--- src/rtl/wr_dma_sched.sv ---
// wr_dma_sched: descriptor FIFO and burst scheduler driving an Avalon-MM write controller
module wr_dma_sched #(
    parameter int DESC_DEPTH = 4,
    parameter int MAX_BURST  = 16,
    parameter int TIMEOUT    = 4096
) (
    input  logic        clk,
    input  logic        reset,
    input  logic [2:0]  avs_address,
    input  logic        avs_write,
    input  logic [31:0] avs_writedata,
    input  logic        avs_read,
    output logic [31:0] avs_readdata,
    output logic        wr_ctrl,
    input  logic        wr_ctrl_rdy,
    output logic [31:0] control,
    output logic [31:0] pkt_begin,
    output logic [31:0] pkt_end,
    output logic [31:0] write_address,
    output logic        irq
);
    localparam int          AW        = (DESC_DEPTH > 1) ? $clog2(DESC_DEPTH) : 1;
    localparam logic [AW:0] FULL      = (AW+1)'(DESC_DEPTH);
    localparam logic [31:0] MAX_BYTES = 32'(MAX_BURST * 4);
    localparam logic [15:0] TO_LAST   = 16'(TIMEOUT - 1);

    typedef enum logic [2:0] {IDLE, LOAD, ISSUE, WAIT, NEXT} state_t;

    state_t        state_q, state_d;
    logic [1:0]    ctrl_q, ctrl_d;
    logic [31:0]   sb_q, sb_d, se_q, se_d, sd_q, sd_d;
    logic [AW-1:0] wptr_q, wptr_d, rptr_q, rptr_d;
    logic [AW:0]   fill_q, fill_d;
    logic          ovf_q, ovf_d, bad_q, bad_d, tmo_q, tmo_d;
    logic [31:0]   cur_src_q, cur_src_d, cur_end_q, cur_end_d, cur_dst_q, cur_dst_d;
    logic [31:0]   chunk_q, chunk_d;
    logic [31:0]   pkt_begin_q, pkt_begin_d, pkt_end_q, pkt_end_d, waddr_q, waddr_d;
    logic          wr_ctrl_q, wr_ctrl_d;
    logic [15:0]   wcnt_q, wcnt_d, done_q, done_d;
    logic          irq_q, irq_d;
    logic [31:0]   rdata_q, rdata_d;
    logic [31:0]   fifo_src_q [DESC_DEPTH];
    logic [31:0]   fifo_end_q [DESC_DEPTH];
    logic [31:0]   fifo_dst_q [DESC_DEPTH];
    logic [7:0]    wr_sel;
    logic [31:0]   len, rem;
    logic          flush, bad_push, push_ok, ovf_push, pop, tmo_set, done_evt;

    assign avs_readdata  = rdata_q;
    assign wr_ctrl       = wr_ctrl_q;
    assign control       = {30'd0, ctrl_q};
    assign pkt_begin     = pkt_begin_q;
    assign pkt_end       = pkt_end_q;
    assign write_address = waddr_q;
    assign irq           = irq_q;

    // Scheduler: pop a descriptor, issue bursts of up to MAX_BURST words, wait for each completion
    always_comb begin
        state_d     = state_q;
        cur_src_d   = cur_src_q;
        cur_end_d   = cur_end_q;
        cur_dst_d   = cur_dst_q;
        chunk_d     = chunk_q;
        pkt_begin_d = pkt_begin_q;
        pkt_end_d   = pkt_end_q;
        waddr_d     = waddr_q;
        wr_ctrl_d   = 1'b0;
        wcnt_d      = wcnt_q;
        pop         = 1'b0;
        tmo_set     = 1'b0;
        done_evt    = 1'b0;
        rem         = cur_end_q - cur_src_q;
        case (state_q)
            IDLE: state_d = (ctrl_q[0] && fill_q != '0) ? LOAD : IDLE;
            LOAD: begin
                pop       = fill_q != '0;
                cur_src_d = pop ? fifo_src_q[rptr_q] : cur_src_q;
                cur_end_d = pop ? fifo_end_q[rptr_q] : cur_end_q;
                cur_dst_d = pop ? fifo_dst_q[rptr_q] : cur_dst_q;
                state_d   = pop ? ISSUE : IDLE;
            end
            ISSUE: begin
                chunk_d     = (rem > MAX_BYTES) ? MAX_BYTES : rem;
                pkt_begin_d = cur_src_q;
                pkt_end_d   = cur_src_q + chunk_d;
                waddr_d     = cur_dst_q;
                wr_ctrl_d   = 1'b1;
                wcnt_d      = '0;
                state_d     = WAIT;
            end
            WAIT: begin
                if (wcnt_q >= 16'd2 && wr_ctrl_rdy) begin
                    state_d = NEXT;
                end else if (wcnt_q == TO_LAST) begin
                    tmo_set = 1'b1;
                    state_d = IDLE;
                end else begin
                    wcnt_d = wcnt_q + 16'd1;
                end
            end
            NEXT: begin
                cur_src_d = cur_src_q + chunk_q;
                cur_dst_d = cur_dst_q + chunk_q;
                done_evt  = cur_src_d == cur_end_q;
                state_d   = done_evt ? IDLE : ISSUE;
            end
            default: state_d = IDLE;
        endcase
    end

    // CSR writes, push validation, FIFO pointers, sticky status and irq
    always_comb begin
        wr_sel   = avs_write ? (8'b1 << avs_address) : 8'b0;
        flush    = wr_sel[0] && avs_writedata[2];
        len      = se_q - sb_q;
        bad_push = wr_sel[4] && (len == '0 || len[1:0] != 2'b00 || se_q < sb_q);
        ovf_push = wr_sel[4] && !bad_push && fill_q == FULL && !pop;
        push_ok  = wr_sel[4] && !bad_push && !ovf_push;
        ctrl_d   = wr_sel[0] ? avs_writedata[1:0] : ctrl_q;
        sb_d     = wr_sel[1] ? avs_writedata : sb_q;
        se_d     = wr_sel[2] ? avs_writedata : se_q;
        sd_d     = wr_sel[3] ? avs_writedata : sd_q;
        fill_d   = flush ? '0 : fill_q + (AW+1)'(push_ok) - (AW+1)'(pop);
        wptr_d   = flush ? '0 : wptr_q + AW'(push_ok);
        rptr_d   = flush ? '0 : rptr_q + AW'(pop);
        ovf_d    = ovf_push | (ovf_q & ~(wr_sel[5] & avs_writedata[9]));
        bad_d    = bad_push | (bad_q & ~(wr_sel[5] & avs_writedata[10]));
        tmo_d    = tmo_set | (tmo_q & ~(wr_sel[5] & avs_writedata[11]));
        done_d   = done_q + 16'(done_evt);
        irq_d    = (done_evt && ctrl_q[1]) || (irq_q && !wr_sel[6]);
    end

    // Registered read mux; data appears the cycle after the read strobe
    always_comb begin
        case (avs_address)
            3'd0:    rdata_d = control;
            3'd1:    rdata_d = sb_q;
            3'd2:    rdata_d = se_q;
            3'd3:    rdata_d = sd_q;
            3'd5:    rdata_d = {20'd0, tmo_q, bad_q, ovf_q, state_q != IDLE, 8'(fill_q)};
            3'd6:    rdata_d = {16'd0, done_q};
            default: rdata_d = '0;
        endcase
        rdata_d = avs_read ? rdata_d : '0;
    end

    // Descriptor storage; contents are only meaningful below the fill level, so no reset
    always_ff @(posedge clk) begin
        if (push_ok) begin
            fifo_src_q[wptr_q] <= sb_q;
            fifo_end_q[wptr_q] <= se_q;
            fifo_dst_q[wptr_q] <= sd_q;
        end
    end

    // State register; reset abandons any burst in flight without counting it
    always_ff @(posedge clk or negedge reset) begin
        if (!reset) begin
            state_q     <= IDLE;
            ctrl_q      <= '0;
            sb_q        <= '0;
            se_q        <= '0;
            sd_q        <= '0;
            wptr_q      <= '0;
            rptr_q      <= '0;
            fill_q      <= '0;
            ovf_q       <= 1'b0;
            bad_q       <= 1'b0;
            tmo_q       <= 1'b0;
            cur_src_q   <= '0;
            cur_end_q   <= '0;
            cur_dst_q   <= '0;
            chunk_q     <= '0;
            pkt_begin_q <= '0;
            pkt_end_q   <= '0;
            waddr_q     <= '0;
            wr_ctrl_q   <= 1'b0;
            wcnt_q      <= '0;
            done_q      <= '0;
            irq_q       <= 1'b0;
            rdata_q     <= '0;
        end else begin
            state_q     <= state_d;
            ctrl_q      <= ctrl_d;
            sb_q        <= sb_d;
            se_q        <= se_d;
            sd_q        <= sd_d;
            wptr_q      <= wptr_d;
            rptr_q      <= rptr_d;
            fill_q      <= fill_d;
            ovf_q       <= ovf_d;
            bad_q       <= bad_d;
            tmo_q       <= tmo_d;
            cur_src_q   <= cur_src_d;
            cur_end_q   <= cur_end_d;
            cur_dst_q   <= cur_dst_d;
            chunk_q     <= chunk_d;
            pkt_begin_q <= pkt_begin_d;
            pkt_end_q   <= pkt_end_d;
            waddr_q     <= waddr_d;
            wr_ctrl_q   <= wr_ctrl_d;
            wcnt_q      <= wcnt_d;
            done_q      <= done_d;
            irq_q       <= irq_d;
            rdata_q     <= rdata_d;
        end
    end
endmodule

--- config.mk ---
export PLATFORM = sky130hd
export DESIGN_NAME = wr_dma_sched
export DESIGN_NICKNAME = d
export VERILOG_FILES = /design/src/rtl/wr_dma_sched.sv
export SDC_FILE = /design/constraint.sdc
export NUM_CORES = 1
export LEC_CHECK = 0
export BUFFER_PORTS_ARGS = -buffer_cell sky130_fd_sc_hd__clkbuf_2
export CORE_MARGIN = 2
export CORE_UTILIZATION = 55
export CTS_CLUSTER_SIZE = 24
export DETAILED_ROUTE_END_ITERATION = 8
export GPL_TIMING_DRIVEN = 0
export PLACE_DENSITY = 0.73
export SLEW_MARGIN = 20
export SYNTH_ARGS = -nofsm -noshare
export SYNTH_HDL_FRONTEND = slang
export SYNTH_SLANG_ARGS = --single-unit
--- constraint.sdc ---
create_clock -name clk -period 33.4 [get_ports clk]
set_input_delay 3.34 -clock clk [delete_from_list [all_inputs] [get_ports clk]]
set_output_delay 3.34 -clock clk [all_outputs]
set_load 0.01 [all_outputs]
==> results summary <==
Setup repair after global routing left no endpoint under its margin. The portion of synthesized area spent on multiplexers is 0.0883. The largest net degree at the start of global routing came out at 87. The clock period minus worst slack is 8.57 ns. The maximum vdd drop is 0.0540 mV.

The first global-routing pass estimated 175,000 um of wire. In the synthesized netlist the dominant register cell turns out to be sky130_fd_sc_hd__dfrtp_1. The post-cts repair resize count came out at 0. The top-level port count is 202. For this run, the slowest stage of the critical path takes 0.74 ns. Across the run, the number of max-cap violations was 0. Across all layers, the routed design uses 29,300 vias. The count of warnings emitted by yosys is 0. The total count of hold-check failures in the final report came to 0. The run finished with clean final reports. The HPWL after detailed placement came out at 88,500 um. The top fanout value on the critical path came out at 7.

The number of vias per cell after detailed routing is 6.11. The number of register bits inferred by synthesis came out at 785. In this run the remaining antenna-violating nets after routing total 0. At the worst endpoint, the required time is 33.89 ns. The most used cell along the critical path is sky130_fd_sc_hd__o21ai_0. The tightest slew margin relative to the limit came out at 0.224. The post-synthesis share of cell area spent on xor and xnor gates came out at 0.0355. The min-delay analysis places its worst path in the category reg2reg. The portion of synthesized cell area occupied by the leading cell type came out at 0.291. The number of detailed-routing iterations run before antenna repair is 6. The root buffer cell is sky130_fd_sc_hd__clkbuf_16.

The netlist area before placement came out at 39,600 um^2. The hold buffer count at cts came out at 0. From bottom edge to top edge, the die measures 272 um. The period utilization came out at 0.257. The mean post-synth cell area came out at 11.6 um^2. The initial antenna violation count came out at 0. The worst setup slack after layout came out at 24.83 ns. The fraction of the mapped netlist area in compound gates is 0.125.

Sorting the synthesized cells by area gives the leading types as sky130_fd_sc_hd__edfxtp_1 (29%), sky130_fd_sc_hd__dfrtp_1 (25%), sky130_fd_sc_hd__mux4_2 (5.5%), sky130_fd_sc_hd__ha_1 (5.2%), sky130_fd_sc_hd__nand2_1 (4.4%). The max-slew violation total from the final report is 0. The placeable core area came out at 71,400 um^2. Of the total synthesized cell area, the portion taken by full adders, half adders and majority gates is 0.0541. After clock tree synthesis, the setup repair step added 0 buffers. The global route total overflow is 0. The worst-margin pin slew is 1.16 ns. In the global route stage, overall resource usage came out at 0.316.

The tree built by TritonCTS fans out to 785 sinks. On the critical path, the stage with the largest delay is an instance of sky130_fd_sc_hd__dfrtp_1. The die extent in x is 272 um. The proportion of synthesized flip-flops having asynchronous set or reset came out at 0.511. The routability congestion estimate from global placement came out at 0.954. The largest buffer count on any clock path is 3. The DRC marker count from the first detailed-route iteration came out at 2,914. The met3 wire length came out at 7970 um. The routed wire length per instance came out at 24.3 um. The total negative slack for setup checks is 0 ns.

In the layout the commonest cells are sky130_fd_sc_hd__nand2_1 (464), sky130_fd_sc_hd__dfrtp_1 (401), sky130_fd_sc_hd__edfxtp_1 (384), sky130_fd_sc_hd__o21ai_0 (199), sky130_fd_sc_hd__nor2_1 (189). Clock tree synthesis inserted a total of 82 buffers. The signal arrival time at the worst endpoint is 9.06 ns. For the final database, setup skew stands at 0.0321 ns. The clock tree synthesis step divided the H-tree into 3 levels. The cell type with the highest aggregate area in the netlist is sky130_fd_sc_hd__edfxtp_1.

The via count of the first global-routing pass was 28,800. The kind of cell with the highest combined delay along the critical path is compound AO/OA/AOI/OAI gates. By area, the combinational part of the netlist is dominated by compound AO/OA/AOI/OAI gates. The layout cell share with drive strength beyond 1 is 0.166. The number of buffers and inverters on the critical path is 0. The clock latency reported for the late side of the worst-skew pair came out at 0.66 ns.

The floorplan has 98 rows. The start-to-end type of the worst setup path is reg2reg. The clock-pin slew on the worst setup and hold paths is 0.05 ns.

The starting utilization of the core area came out at 0.554. The number of distinct library cells after synthesis came out at 95. Buffers placed on the I/O ports in this run total 170.

Counting flops with a built-in enable in the synthesized netlist gives 384. The simple logic cell fraction of the synthesized area came out at 0.119. For this run, the post-layout net count is 3,984. The worst setup path is launched from a flip-flop. The count of final setup violators came out at 0.

The static leakage is 19.0 nW. The fraction of the yosys area taken by sequential cells is 0.545. The library cell used most frequently in the layout, excluding fill and tap cells, is sky130_fd_sc_hd__nand2_1. For this run, the top clock speed supported by timing is 0.117 GHz.

The area growth from synthesis to layout is 13.9%. TritonCTS built the clock tree. STA classifies the critical path endpoint as a flip-flop. The number of instances in the synthesized netlist is 3,396. For this run, design rule violations remaining after detail routing come to 0. After detailed routing, the wire length on met1 is 47,100 um. The setup slack at placement is 25.07 ns. The power density over the cells came out at 91.8 nW/um^2.

The met2 wirelength from detailed routing came out at 55,200 um. The repair_antennas step left the layout with diodes totalling 0. The die footprint came out at 74,100 um^2.

The highest layer touched by signal routing is met4. The total wirelength of the detailed-routed design came out at 117,000 um.
## power breakdown
group,switching (mW),internal [mW]
registers,0.197,1.19
logic,1.15,0.693
clock network,0.384,0.515
total,1.73,2.40
## final timing paths
kind	from	slack, ns	depth (start not counted)	to
max reg2reg	cur_src_q[0]	24.83	26	pkt_end[30]
min	pkt_end[3]	0.47	2	pkt_end[3]
min reg2reg	pkt_end[3]	0.47	2	pkt_end[3]
min in group asynchronous	reset	2.68	1	wcnt_q[9]
max	cur_src_q[0]	24.83	26	pkt_end[30]
max in group asynchronous	reset	29.52	3	avs_readdata[1]
## synth_stat cells (all sizes together) (16+ instances only)
cell,count
o22ai,21
xnor2,89
a21oi,141
and2,40
ha,163
or3,24
mux2,88
nor2,189
nor3,60
nand2,465
inv,127
a22oi,55
mux4,96
o31ai,21
and3,19
a21o,62
a31oi,19
nor4,19
nand2b,21
edfxtp,384
dfrtp,401
nand4,39
o21ai,206
nor2b,24
a211oi,39
o21a,29
mux2i,34
buf,64
nand3,59
clkbuf,116
xor2,60
or2,16
## stage by stage
| stage | std cells | area [um^2] | hold slack (ns) | total power, mW | utilization |
|---|---|---|---|---|---|
| 2_1_floorplan | 3449 | 39800 | 0.443 | 2.58 | - |
| 3_3_place_gp | 4569 | 41800 | 0.451 | 3.17 | 0.586 |
| 3_5_place_dp | 4642 | 42400 | 0.463 | 3.20 | 0.594 |
| 4_1_cts | 4794 | 45100 | 0.477 | 4.11 | 0.631 |
| 5_1_grt | 4794 | 45100 | 0.498 | 4.35 | 0.632 |
| 6_report | 4794 | 45100 | 0.471 | 4.14 | 0.632 |
## cells by family (layout without fill, tap and decap cells)
logic type | Yosys count | count (layout)
simple gates | 1021 | 1021
flops | 785 | 785
compound gates | 743 | 743
buf+inv | 307 | 702
mux | 218 | 218
fa+ha+maj | 168 | 168
xor+xnor | 153 | 153
other cells | 1 | 54
## state kept, by name (all words and copies together) (netlist names), 2 cells and up
register / count
avs_readdata: 32
chunk_q: 32
ctrl_q: 2
cur_dst_q: 32
cur_end_q: 32
cur_src_q: 32
done_q: 16
fifo_dst_q: 128
fifo_end_q: 128
fifo_src_q: 128
fill_q: 3
pkt_begin: 32
pkt_end: 32
rptr_q: 2
sb_q: 32
sd_q: 32
se_q: 32
state_q: 3
wcnt_q: 16
wptr_q: 2
write_address: 32
## metal layers
| layer | vias up | global-route usage |
|---|---|---|
| met1 | 14500 | 0.419 |
| met2 | 1225 | 0.518 |
| met3 | 265 | 0.0369 |
| li1 | 13300 | - |
| met5 | - | 0 |
| met4 | 0 | 0.161 |
## worst reg2reg max path: stages, from the launching register on
cell,delay [ns]
sky130_fd_sc_hd__dfrtp_1,0.74
sky130_fd_sc_hd__ha_1,0.31
sky130_fd_sc_hd__fa_1,0.22
sky130_fd_sc_hd__nand2b_1,0.19
sky130_fd_sc_hd__a211oi_2,0.13
sky130_fd_sc_hd__o31ai_1,0.64
sky130_fd_sc_hd__o21ai_0,0.15
sky130_fd_sc_hd__a211oi_1,0.34
sky130_fd_sc_hd__nand4bb_1,0.14
sky130_fd_sc_hd__nor4bb_1,0.59
sky130_fd_sc_hd__nand4b_1,0.22
sky130_fd_sc_hd__nand4b_1,0.55
sky130_fd_sc_hd__or3b_2,0.64
sky130_fd_sc_hd__fa_1,0.41
sky130_fd_sc_hd__nor2b_1,0.15
sky130_fd_sc_hd__o21ai_0,0.12
sky130_fd_sc_hd__a21boi_0,0.39
sky130_fd_sc_hd__o21ai_0,0.18
sky130_fd_sc_hd__a211oi_1,0.36
sky130_fd_sc_hd__o311ai_0,0.27
sky130_fd_sc_hd__a211o_1,0.38
sky130_fd_sc_hd__o21ai_0,0.34
sky130_fd_sc_hd__o41ai_1,0.19
sky130_fd_sc_hd__o211a_1,0.29
sky130_fd_sc_hd__o2111ai_1,0.23
sky130_fd_sc_hd__xnor2_1,0.17
sky130_fd_sc_hd__o21ai_0,0.10
## final cells by class
type | count | area, um^2
multi-input cells | 2357 | 16900
flip-flops and latches | 785 | 21600
fillers | 5611 | 26300
clock buffers | 117 | 2260
well taps | 950 | 1190
plain buffers | 180 | 823
inverters | 127 | 477
clock inverters | 35 | 387
repair buffers | 243 | 1440
Power figures use the tool's default switching activity.
